**src/rtl/tl_ul_pkg.sv**
```systemverilog
// TileLink-UL field widths, opcode constants and channel payload structs
// shared by the buffer top, its queues and the bench.
package tl_ul_pkg;

  localparam int unsigned TL_AW     = 30;
  localparam int unsigned TL_DW     = 32;
  localparam int unsigned TL_MW     = 4;
  localparam int unsigned TL_SZW    = 2;
  localparam int unsigned TL_SRCW   = 1;
  localparam int unsigned TL_SNKW   = 1;
  localparam int unsigned TL_A_OPW  = 3;
  localparam int unsigned TL_A_PRMW = 3;
  localparam int unsigned TL_D_OPW  = 3;
  localparam int unsigned TL_D_PRMW = 2;

  localparam logic [TL_A_OPW-1:0] OP_PUT_FULL        = 3'd0;
  localparam logic [TL_A_OPW-1:0] OP_PUT_PARTIAL     = 3'd1;
  localparam logic [TL_A_OPW-1:0] OP_GET             = 3'd4;
  localparam logic [TL_D_OPW-1:0] OP_ACCESS_ACK      = 3'd0;
  localparam logic [TL_D_OPW-1:0] OP_ACCESS_ACK_DATA = 3'd1;

  typedef struct packed {
    logic [TL_A_OPW-1:0]  opcode;
    logic [TL_A_PRMW-1:0] param;
    logic [TL_SZW-1:0]    size;
    logic [TL_SRCW-1:0]   source;
    logic [TL_AW-1:0]     address;
    logic [TL_MW-1:0]     mask;
    logic [TL_DW-1:0]     data;
    logic                 corrupt;
  } tl_a_t;

  typedef struct packed {
    logic [TL_D_OPW-1:0]  opcode;
    logic [TL_D_PRMW-1:0] param;
    logic [TL_SZW-1:0]    size;
    logic [TL_SRCW-1:0]   source;
    logic [TL_SNKW-1:0]   sink;
    logic                 denied;
    logic [TL_DW-1:0]     data;
    logic                 corrupt;
  } tl_d_t;

endpackage

```
**src/rtl/tl_queue2.sv**
```systemverilog
// Two-entry registered FIFO: no flow-through, ready depends only on occupancy,
// full throughput at one entry.
module tl_queue2 #(
  parameter int unsigned W = 8
) (
  input  logic         clock,
  input  logic         reset_n,
  input  logic         i_valid,
  output logic         o_ready,
  input  logic [W-1:0] i_data,
  output logic         o_valid,
  input  logic         i_ready,
  output logic [W-1:0] o_data,
  output logic [1:0]   o_count
);

  logic [W-1:0] r_mem [2];
  logic         r_wptr;
  logic         r_rptr;
  logic [1:0]   r_count;
  logic         w_enq;
  logic         w_deq;

  assign o_ready = (r_count != 2'd2);
  assign o_valid = (r_count != 2'd0);
  assign w_enq   = i_valid && o_ready;
  assign w_deq   = o_valid && i_ready;
  assign o_count = r_count;

  // When empty, show the slot just dequeued so the payload holds its last value.
  assign o_data = o_valid ? r_mem[r_rptr] : r_mem[~r_rptr];

  always_ff @(posedge clock or negedge reset_n) begin
    if (!reset_n) begin
      r_wptr  <= 1'b0;
      r_rptr  <= 1'b0;
      r_count <= 2'd0;
    end else begin
      if (w_enq) r_wptr <= ~r_wptr;
      if (w_deq) r_rptr <= ~r_rptr;
      r_count <= r_count + 2'(w_enq) - 2'(w_deq);
    end
  end

  always_ff @(posedge clock) begin
    if (w_enq) r_mem[r_wptr] <= i_data;
  end

endmodule

```
**src/rtl/tl_ul_buffer.sv**
```systemverilog
// TileLink-UL buffer: A channel always through a 2-entry queue; D channel
// queued only when TL_UL_BUFFER_D_QUEUE_EN is defined, else wired straight.
module tl_ul_buffer
  import tl_ul_pkg::*;
(
  input  logic                 clock,
  input  logic                 reset_n,
  input  logic                 in_a_valid,
  output logic                 in_a_ready,
  input  logic [TL_A_OPW-1:0]  in_a_opcode,
  input  logic [TL_A_PRMW-1:0] in_a_param,
  input  logic [TL_SZW-1:0]    in_a_size,
  input  logic [TL_SRCW-1:0]   in_a_source,
  input  logic [TL_AW-1:0]     in_a_address,
  input  logic [TL_MW-1:0]     in_a_mask,
  input  logic [TL_DW-1:0]     in_a_data,
  input  logic                 in_a_corrupt,
  output logic                 out_a_valid,
  input  logic                 out_a_ready,
  output logic [TL_A_OPW-1:0]  out_a_opcode,
  output logic [TL_A_PRMW-1:0] out_a_param,
  output logic [TL_SZW-1:0]    out_a_size,
  output logic [TL_SRCW-1:0]   out_a_source,
  output logic [TL_AW-1:0]     out_a_address,
  output logic [TL_MW-1:0]     out_a_mask,
  output logic [TL_DW-1:0]     out_a_data,
  output logic                 out_a_corrupt,
  input  logic                 out_d_valid,
  output logic                 out_d_ready,
  input  logic [TL_D_OPW-1:0]  out_d_opcode,
  input  logic [TL_D_PRMW-1:0] out_d_param,
  input  logic [TL_SZW-1:0]    out_d_size,
  input  logic [TL_SRCW-1:0]   out_d_source,
  input  logic [TL_SNKW-1:0]   out_d_sink,
  input  logic                 out_d_denied,
  input  logic [TL_DW-1:0]     out_d_data,
  input  logic                 out_d_corrupt,
  output logic                 in_d_valid,
  input  logic                 in_d_ready,
  output logic [TL_D_OPW-1:0]  in_d_opcode,
  output logic [TL_D_PRMW-1:0] in_d_param,
  output logic [TL_SZW-1:0]    in_d_size,
  output logic [TL_SRCW-1:0]   in_d_source,
  output logic [TL_SNKW-1:0]   in_d_sink,
  output logic                 in_d_denied,
  output logic [TL_DW-1:0]     in_d_data,
  output logic                 in_d_corrupt,
  output logic [1:0]           a_count,
  output logic [1:0]           d_count
);

  tl_a_t w_a_in;
  tl_a_t w_a_out;

  assign w_a_in = {in_a_opcode, in_a_param, in_a_size, in_a_source,
                   in_a_address, in_a_mask, in_a_data, in_a_corrupt};
  assign {out_a_opcode, out_a_param, out_a_size, out_a_source,
          out_a_address, out_a_mask, out_a_data, out_a_corrupt} = w_a_out;

  tl_queue2 #(.W($bits(tl_a_t))) u_a_queue (
    .clock   (clock),
    .reset_n (reset_n),
    .i_valid (in_a_valid),
    .o_ready (in_a_ready),
    .i_data  (w_a_in),
    .o_valid (out_a_valid),
    .i_ready (out_a_ready),
    .o_data  (w_a_out),
    .o_count (a_count)
  );

`ifdef TL_UL_BUFFER_D_QUEUE_EN
  tl_d_t w_d_in;
  tl_d_t w_d_out;

  assign w_d_in = {out_d_opcode, out_d_param, out_d_size, out_d_source,
                   out_d_sink, out_d_denied, out_d_data, out_d_corrupt};
  assign {in_d_opcode, in_d_param, in_d_size, in_d_source,
          in_d_sink, in_d_denied, in_d_data, in_d_corrupt} = w_d_out;

  tl_queue2 #(.W($bits(tl_d_t))) u_d_queue (
    .clock   (clock),
    .reset_n (reset_n),
    .i_valid (out_d_valid),
    .o_ready (out_d_ready),
    .i_data  (w_d_in),
    .o_valid (in_d_valid),
    .i_ready (in_d_ready),
    .o_data  (w_d_out),
    .o_count (d_count)
  );
`else
  // Unbuffered D: pure wires, zero latency.
  assign in_d_valid   = out_d_valid;
  assign out_d_ready  = in_d_ready;
  assign in_d_opcode  = out_d_opcode;
  assign in_d_param   = out_d_param;
  assign in_d_size    = out_d_size;
  assign in_d_source  = out_d_source;
  assign in_d_sink    = out_d_sink;
  assign in_d_denied  = out_d_denied;
  assign in_d_data    = out_d_data;
  assign in_d_corrupt = out_d_corrupt;
  assign d_count      = 2'd0;
`endif

endmodule

```
**config.mk**
```make
export PLATFORM = sky130hd
export DESIGN_NAME = tl_ul_buffer
export DESIGN_NICKNAME = d
export VERILOG_FILES = /design/src/rtl/tl_ul_pkg.sv /design/src/rtl/tl_queue2.sv /design/src/rtl/tl_ul_buffer.sv
export SDC_FILE = /design/constraint.sdc
export NUM_CORES = 1
export LEC_CHECK = 0
export CORE_MARGIN = 1
export CORE_UTILIZATION = 47
export DETAILED_ROUTE_END_ITERATION = 8
export GPL_TIMING_DRIVEN = 0
export HOLD_SLACK_MARGIN = 0.15
export PLACE_DENSITY = 0.94
export SLEW_MARGIN = 30
export SYNTH_ARGS = -nofsm -noshare
export SYNTH_HDL_FRONTEND = slang
export SYNTH_SLANG_ARGS = --single-unit
```
**constraint.sdc**
```tcl
create_clock -name clock -period 10.99 [get_ports clock]
set_input_delay 2.7475 -clock clock [delete_from_list [all_inputs] [get_ports clock]]
set_output_delay 2.7475 -clock clock [all_outputs]
set_load 0.1 [all_outputs]
```
; Word-level counts from Yosys, hierarchy flattened
; Memories as Yosys holds them, arrays and structs flattened.
; Index checks and enable logic that the tools add are counted.
; W data, S select, Z words.
[op_classes]
n_addsub = 2
n_eq_ne = 1
n_mux = 3
bitwise = 2
reduce_logical = 3
[op_table]
columns = cell, count
row1 = $mux W76, 1
row2 = $add A2 B1 Y2, 1
row3 = $logic_and A1 B1 Y1, 2
row4 = $mux W1, 2
row5 = $ne A2 B2 Y1 const B, 1
row6 = $not A1 Y1, 2
row7 = $reduce_bool A2 Y1, 1
row8 = $sub A2 B1 Y2, 1
[word_totals]
reg_bits = 4
mem_bits_rw = 152
inputBits = 125
memories = 1
[mem_list]
columns = memory, depth, word_bits, rd, rd_clocked_by_memory_dff, write_ports, line_no
row1 = u_a_queue.r_mem, 2, 76, 2, 0, 1, tl_queue2.sv:17  ; logic [W-1:0] r_mem [2];

; Depth between registers and ports, before layout
[depth]
ltp_word = 4
depth_mapped = 7
ltp_nobuf = 7

; Modules after synthesis
; Synthesis repeated with hierarchy kept, for this count alone.
[hier_totals]
hier_cells = 307
hier_area_um2 = 6236.0
[by_module_without_submodules]
columns = mod, n_inst, cells_each, area_each_um2, seq_area_each_um2
row1 = tl_queue2, 1, 259, 5879.4, 4664.5
row2 = tl_ul_buffer, 1, 48, 356.6, 0.0

; Worst setup path after synthesis
; OpenSTA, ideal clock, no wires.
[synth_timing]
path_kind = input-to-reg
startpoint = in in_a_valid
endpoint = mem u_a_queue.r_mem[0][0] (netlist bit) (enable)
arrival_time_ns = 6.060
t_required_ns = 10.479
setup_slack_ns = 4.418
cell_stages = 2
path_buffers = 0
path_cell_list = nand2_1 nor2_1
[synth_between]
elab_chain_cells = 3
[synth_rtl]
columns = item, line_no
row1 = start: declaration, tl_ul_buffer.sv:8  ; input logic in_a_valid,
row2 = $logic_and A1 B1 Y1, tl_queue2.sv:26  ; assign w_enq = i_valid && o_ready;
row3 = $mux W1, tl_queue2.sv:46  ; if (w_enq) r_mem[r_wptr] <= i_data;
row4 = $mux W1 (implied by the code), tl_queue2.sv:46
row5 = end: declaration, tl_queue2.sv:17
; Every way passes these cells.

; Final worst setup path
[layout_timing]
startpoint = in out_d_data[28]
endpoint = out in_d_data[28]
[layout_rtl]
columns = item, line_no
row1 = start: declaration, tl_ul_buffer.sv:36  ; input logic [TL_DW-1:0] out_d_data,
row2 = end: declaration, tl_ul_buffer.sv:46  ; output logic [TL_DW-1:0] in_d_data,
; No word-level cell between the ends.

==> impl_summary.txt <==
----------------------------------------------------
[STA]
  Slew at the pin closest to its max-slew limit ... 1.015 ns
  Post-layout minimum cycle time ... approximately 6.7 ns
  Highest Clock Rate ... between 0.1 and 0.15 GHz
  Worst Clk Skew ... roughly 0.01 ns
  Final Cycle Share ... 0.6105
  Slew headroom ... 0.3210
  Final Max Slew Viols ... 0
  Unrepaired setup endpoints after global routing ... no
  Setup slack after layout ... 4.280 ns
  Final hold vios ... 0
  Final TNS setup ... 0 ns
  # setup viols final ... 0

[Global route]
  Initial antenna violation count ... 0
  Overflow left after global routing ... 0
  Overall track demand over capacity in global routing ... 0.1823
  Largest net degree at the start of global routing ... 43
  Number of global-route vias before repair ... approximately 3,600
  Global-route wire length before repair ... approximately 18,000 um

[Clock tree]
  Count of instances resized after the clock tree is built ... 0
  Number of H-tree levels ... 4
  Postcts setup bufs ... 0
  TritonCTS clock tree ... done
  Longest Clk Path Bufs ... 2
  Number of buffers inserted during clock tree synthesis ... 17
  Clock-pin transition on the worst setup and hold timing paths ... 0.06 ns
  Number of clock sinks seen by CTS ... approximately 160
  # hold bufs at CTS ... 0
  CTS root buffer ... sky130_fd_sc_hd__clkbuf_16
  Later-pin clock latency in the skew report ... 0.42 ns

[Logic synthesis]
  Average cell area after synthesis ... 20.46 um^2
  Flops & latches, synth ... roughly 160
  Ranking of synthesized cells by area ... sky130_fd_sc_hd__edfxtp_1 73%, sky130_fd_sc_hd__mux2_4 9.7%, sky130_fd_sc_hd__mux2_2 6.5%
  Netlist Area Pre-Place ... 6221 um^2
  Cell type with the highest aggregate area in the netlist ... sky130_fd_sc_hd__edfxtp_1
  Portion of synthesized cell area occupied by the leading cell type ... 0.7337
  Count of warnings emitted by yosys ... 0
  Netlist cell types ... 19
  Synthesized instance count ... roughly 300
  Part of the Yosys area used for sequential elements ... 0.7498

[Route]
  Initial drt markers ... 190
  Detail Route Antenna Nets ... 0
  Top layer in use ... met4
  Metal1 wirelength ... 4606 um
  Routed met2 length ... 6835 um
  Total wirelength of the detailed-routed design ... around 12,000 um
  Ratio of routed vias to standard cells ... around 4.7
  Met3 WL ... 796 um
  Overall via count from detail_route ... 3,364
  Post-DR wirelength/cell ... approximately 17 um
  Final routed DRC violation total ... 0
  DRT Pass-1 Iters ... 4

[Critical path]
  Setup CP Type ... in -> out
  Crit end category ... output pin
  Critical Path Slowest Stage Cell ... sky130_fd_sc_hd__clkdlybuf4s50_1
  Kind of cell with the highest combined delay on the critical path ... buffers and inverters
  Worst-path cell chain ... buf_4 > clkdlybuf4s50_1
  Worst EP arrival ... between 3 and 4 ns
  Biggest cell delay along the critical path ... approximately 1.1 ns
  Required time at the endpoint of the critical path ... 8.24 ns
  Startpoint types ... input pin
  Biggest fanout along the worst timing path ... 1
  Buffers plus inverters on the worst setup path ... 2

[Floorplan]
  Die boundary width ... ~120 um
  Number of I/O pins ... approximately 250
  Chip height ... roughly 120 um
  Effective utilization at floorplan ... 0.4870
  Floorplan row count ... between 40 and 50
  Die Footprint ... 13,700 um^2
  Core Footprint ... between 10,000 and 15,000 um^2

[Placed design]
  Post-detail-place hpwl ... just under 9000 um
  Number of buffers added on ports ... roughly 200
  Placement-stage worst setup slack ... between 4 and 5 ns
  Placer's final routability congestion estimate ... approximately 0.7

[Hold path]
  Worst hold path type ... reg -> reg

[Layout]
  Count of antenna diodes in the layout ... 0
  Area growth from synthesis to final layout ... 47.55%
  Layout filler cell count ... around 750
  Total Nets Final ... about 660
  Layout cell share with drive strength beyond 1 ... 0.3064

[Status]
  Result of the run ... complete, no violations

[Flow run]
  MaxCap Viol Count ... 0

----------------------------------------------------
[cell type report]
cell class,instances,area [um^2],share of cell area
Sequential cell,156,4664,0.5082
Clock inverter,13,148.9,0.01622
Buffer,55,424.2,0.04621
Multi-Input combinational cell,91,1137,0.1239
Clock buffer,19,432.9,0.04716
Tap cell,172,215.2,0.02345
Timing Repair Buffer,208,2145,0.2336
Inverter,3,11.26,0.001227
[path summary, 6_finish.rpt]
kind / startpoint / endpoint / slack (ns) / cells past startpoint
max: out_d_data[28] / in_d_data[28] / 4.28 / 2
min: u_a_queue.r_rptr / u_a_queue.r_rptr / 0.54 / 1
max reg2reg: u_a_queue.o_count[0] / u_a_queue.r_mem[0][72] / 9.07 / 5
min reg2reg: u_a_queue.r_rptr / u_a_queue.r_rptr / 0.54 / 1
max in group asynchronous: reset_n / u_a_queue.o_count[0] / 8.25 / 1
min in group asynchronous: reset_n / u_a_queue.o_count[1] / 2.55 / 1
[state kept, by name, summed over array words and instances, names as in the netlist]
| name | count |
|---|---|
| u_a_queue.r_wptr | 1 |
| u_a_queue.r_rptr | 1 |
| u_a_queue.o_count | 2 |
| u_a_queue.r_mem | 152 |
[cell families (layout without fill, tap and decap cells)]
logic type	Yosys count	in the layout	synth area share
xor+xnor	5	5	0.008248
fa+ha+maj	2	2	0.004022
buf+inv	58	298	0.06999
flops	156	156	0.7498
mux	76	76	0.1617
other cells	1	2	0.0006028
simple gates	6	6	0.005633
[layout by cell type, fill, tap and decap left out, types with 2 or more instances in the layout]
master                            instances
sky130_fd_sc_hd__buf_16                   3
sky130_fd_sc_hd__buf_2                    3
sky130_fd_sc_hd__buf_4                   47
sky130_fd_sc_hd__buf_6                    5
sky130_fd_sc_hd__bufinv_16                3
sky130_fd_sc_hd__clkbuf_1                 2
sky130_fd_sc_hd__clkbuf_16               17
sky130_fd_sc_hd__clkdlybuf4s50_1        204
sky130_fd_sc_hd__clkinv_1                 2
sky130_fd_sc_hd__clkinv_2                 4
sky130_fd_sc_hd__clkinvlp_4               3
sky130_fd_sc_hd__conb_1                   2
sky130_fd_sc_hd__dfrtp_1                  4
sky130_fd_sc_hd__edfxtp_1               152
sky130_fd_sc_hd__ha_1                     2
sky130_fd_sc_hd__inv_1                    3
sky130_fd_sc_hd__mux2_2                  36
sky130_fd_sc_hd__mux2_4                  40
sky130_fd_sc_hd__xnor2_1                  3
[cells in the mapped netlist]
library cell / count
sky130_fd_sc_hd__inv_1: 3
sky130_fd_sc_hd__xnor2_1: 3
sky130_fd_sc_hd__xor2_2: 1
sky130_fd_sc_hd__or2_4: 1
sky130_fd_sc_hd__mux2_4: 40
sky130_fd_sc_hd__ha_1: 2
sky130_fd_sc_hd__edfxtp_1: 152
sky130_fd_sc_hd__and2_1: 1
sky130_fd_sc_hd__xor2_1: 1
sky130_fd_sc_hd__nand2b_1: 1
sky130_fd_sc_hd__nand2_1: 1
sky130_fd_sc_hd__buf_2: 3
sky130_fd_sc_hd__buf_6: 5
sky130_fd_sc_hd__buf_4: 47
sky130_fd_sc_hd__dfrtp_1: 4
sky130_fd_sc_hd__and3_1: 1
sky130_fd_sc_hd__nor2_1: 1
sky130_fd_sc_hd__mux2_2: 36
sky130_fd_sc_hd__conb_1: 1
[per-layer routing]
metal,vias to the layer above,GRT usage
li1,1561,-
met1,1640,0.1899
met2,145,0.3345
met3,18,0.05819
met4,0,0.08354
met5,-,0
[through the flow]
step	cell area [um^2]	utilization	std cells	hold WS, ns
after floorplan	6225	-	305	0.4604
after global placement	8482	0.6640	681	0.4742
after detailed placement	8597	0.6730	685	0.5306
after CTS	9179	0.7186	717	0.5441
after global routing	9179	0.7186	717	0.5811
final	9179	0.7186	717	0.5404
Power is left out: the tool's default activity adds up to more than one toggle a clock period on the data nets, which glitch-free logic cannot reach.
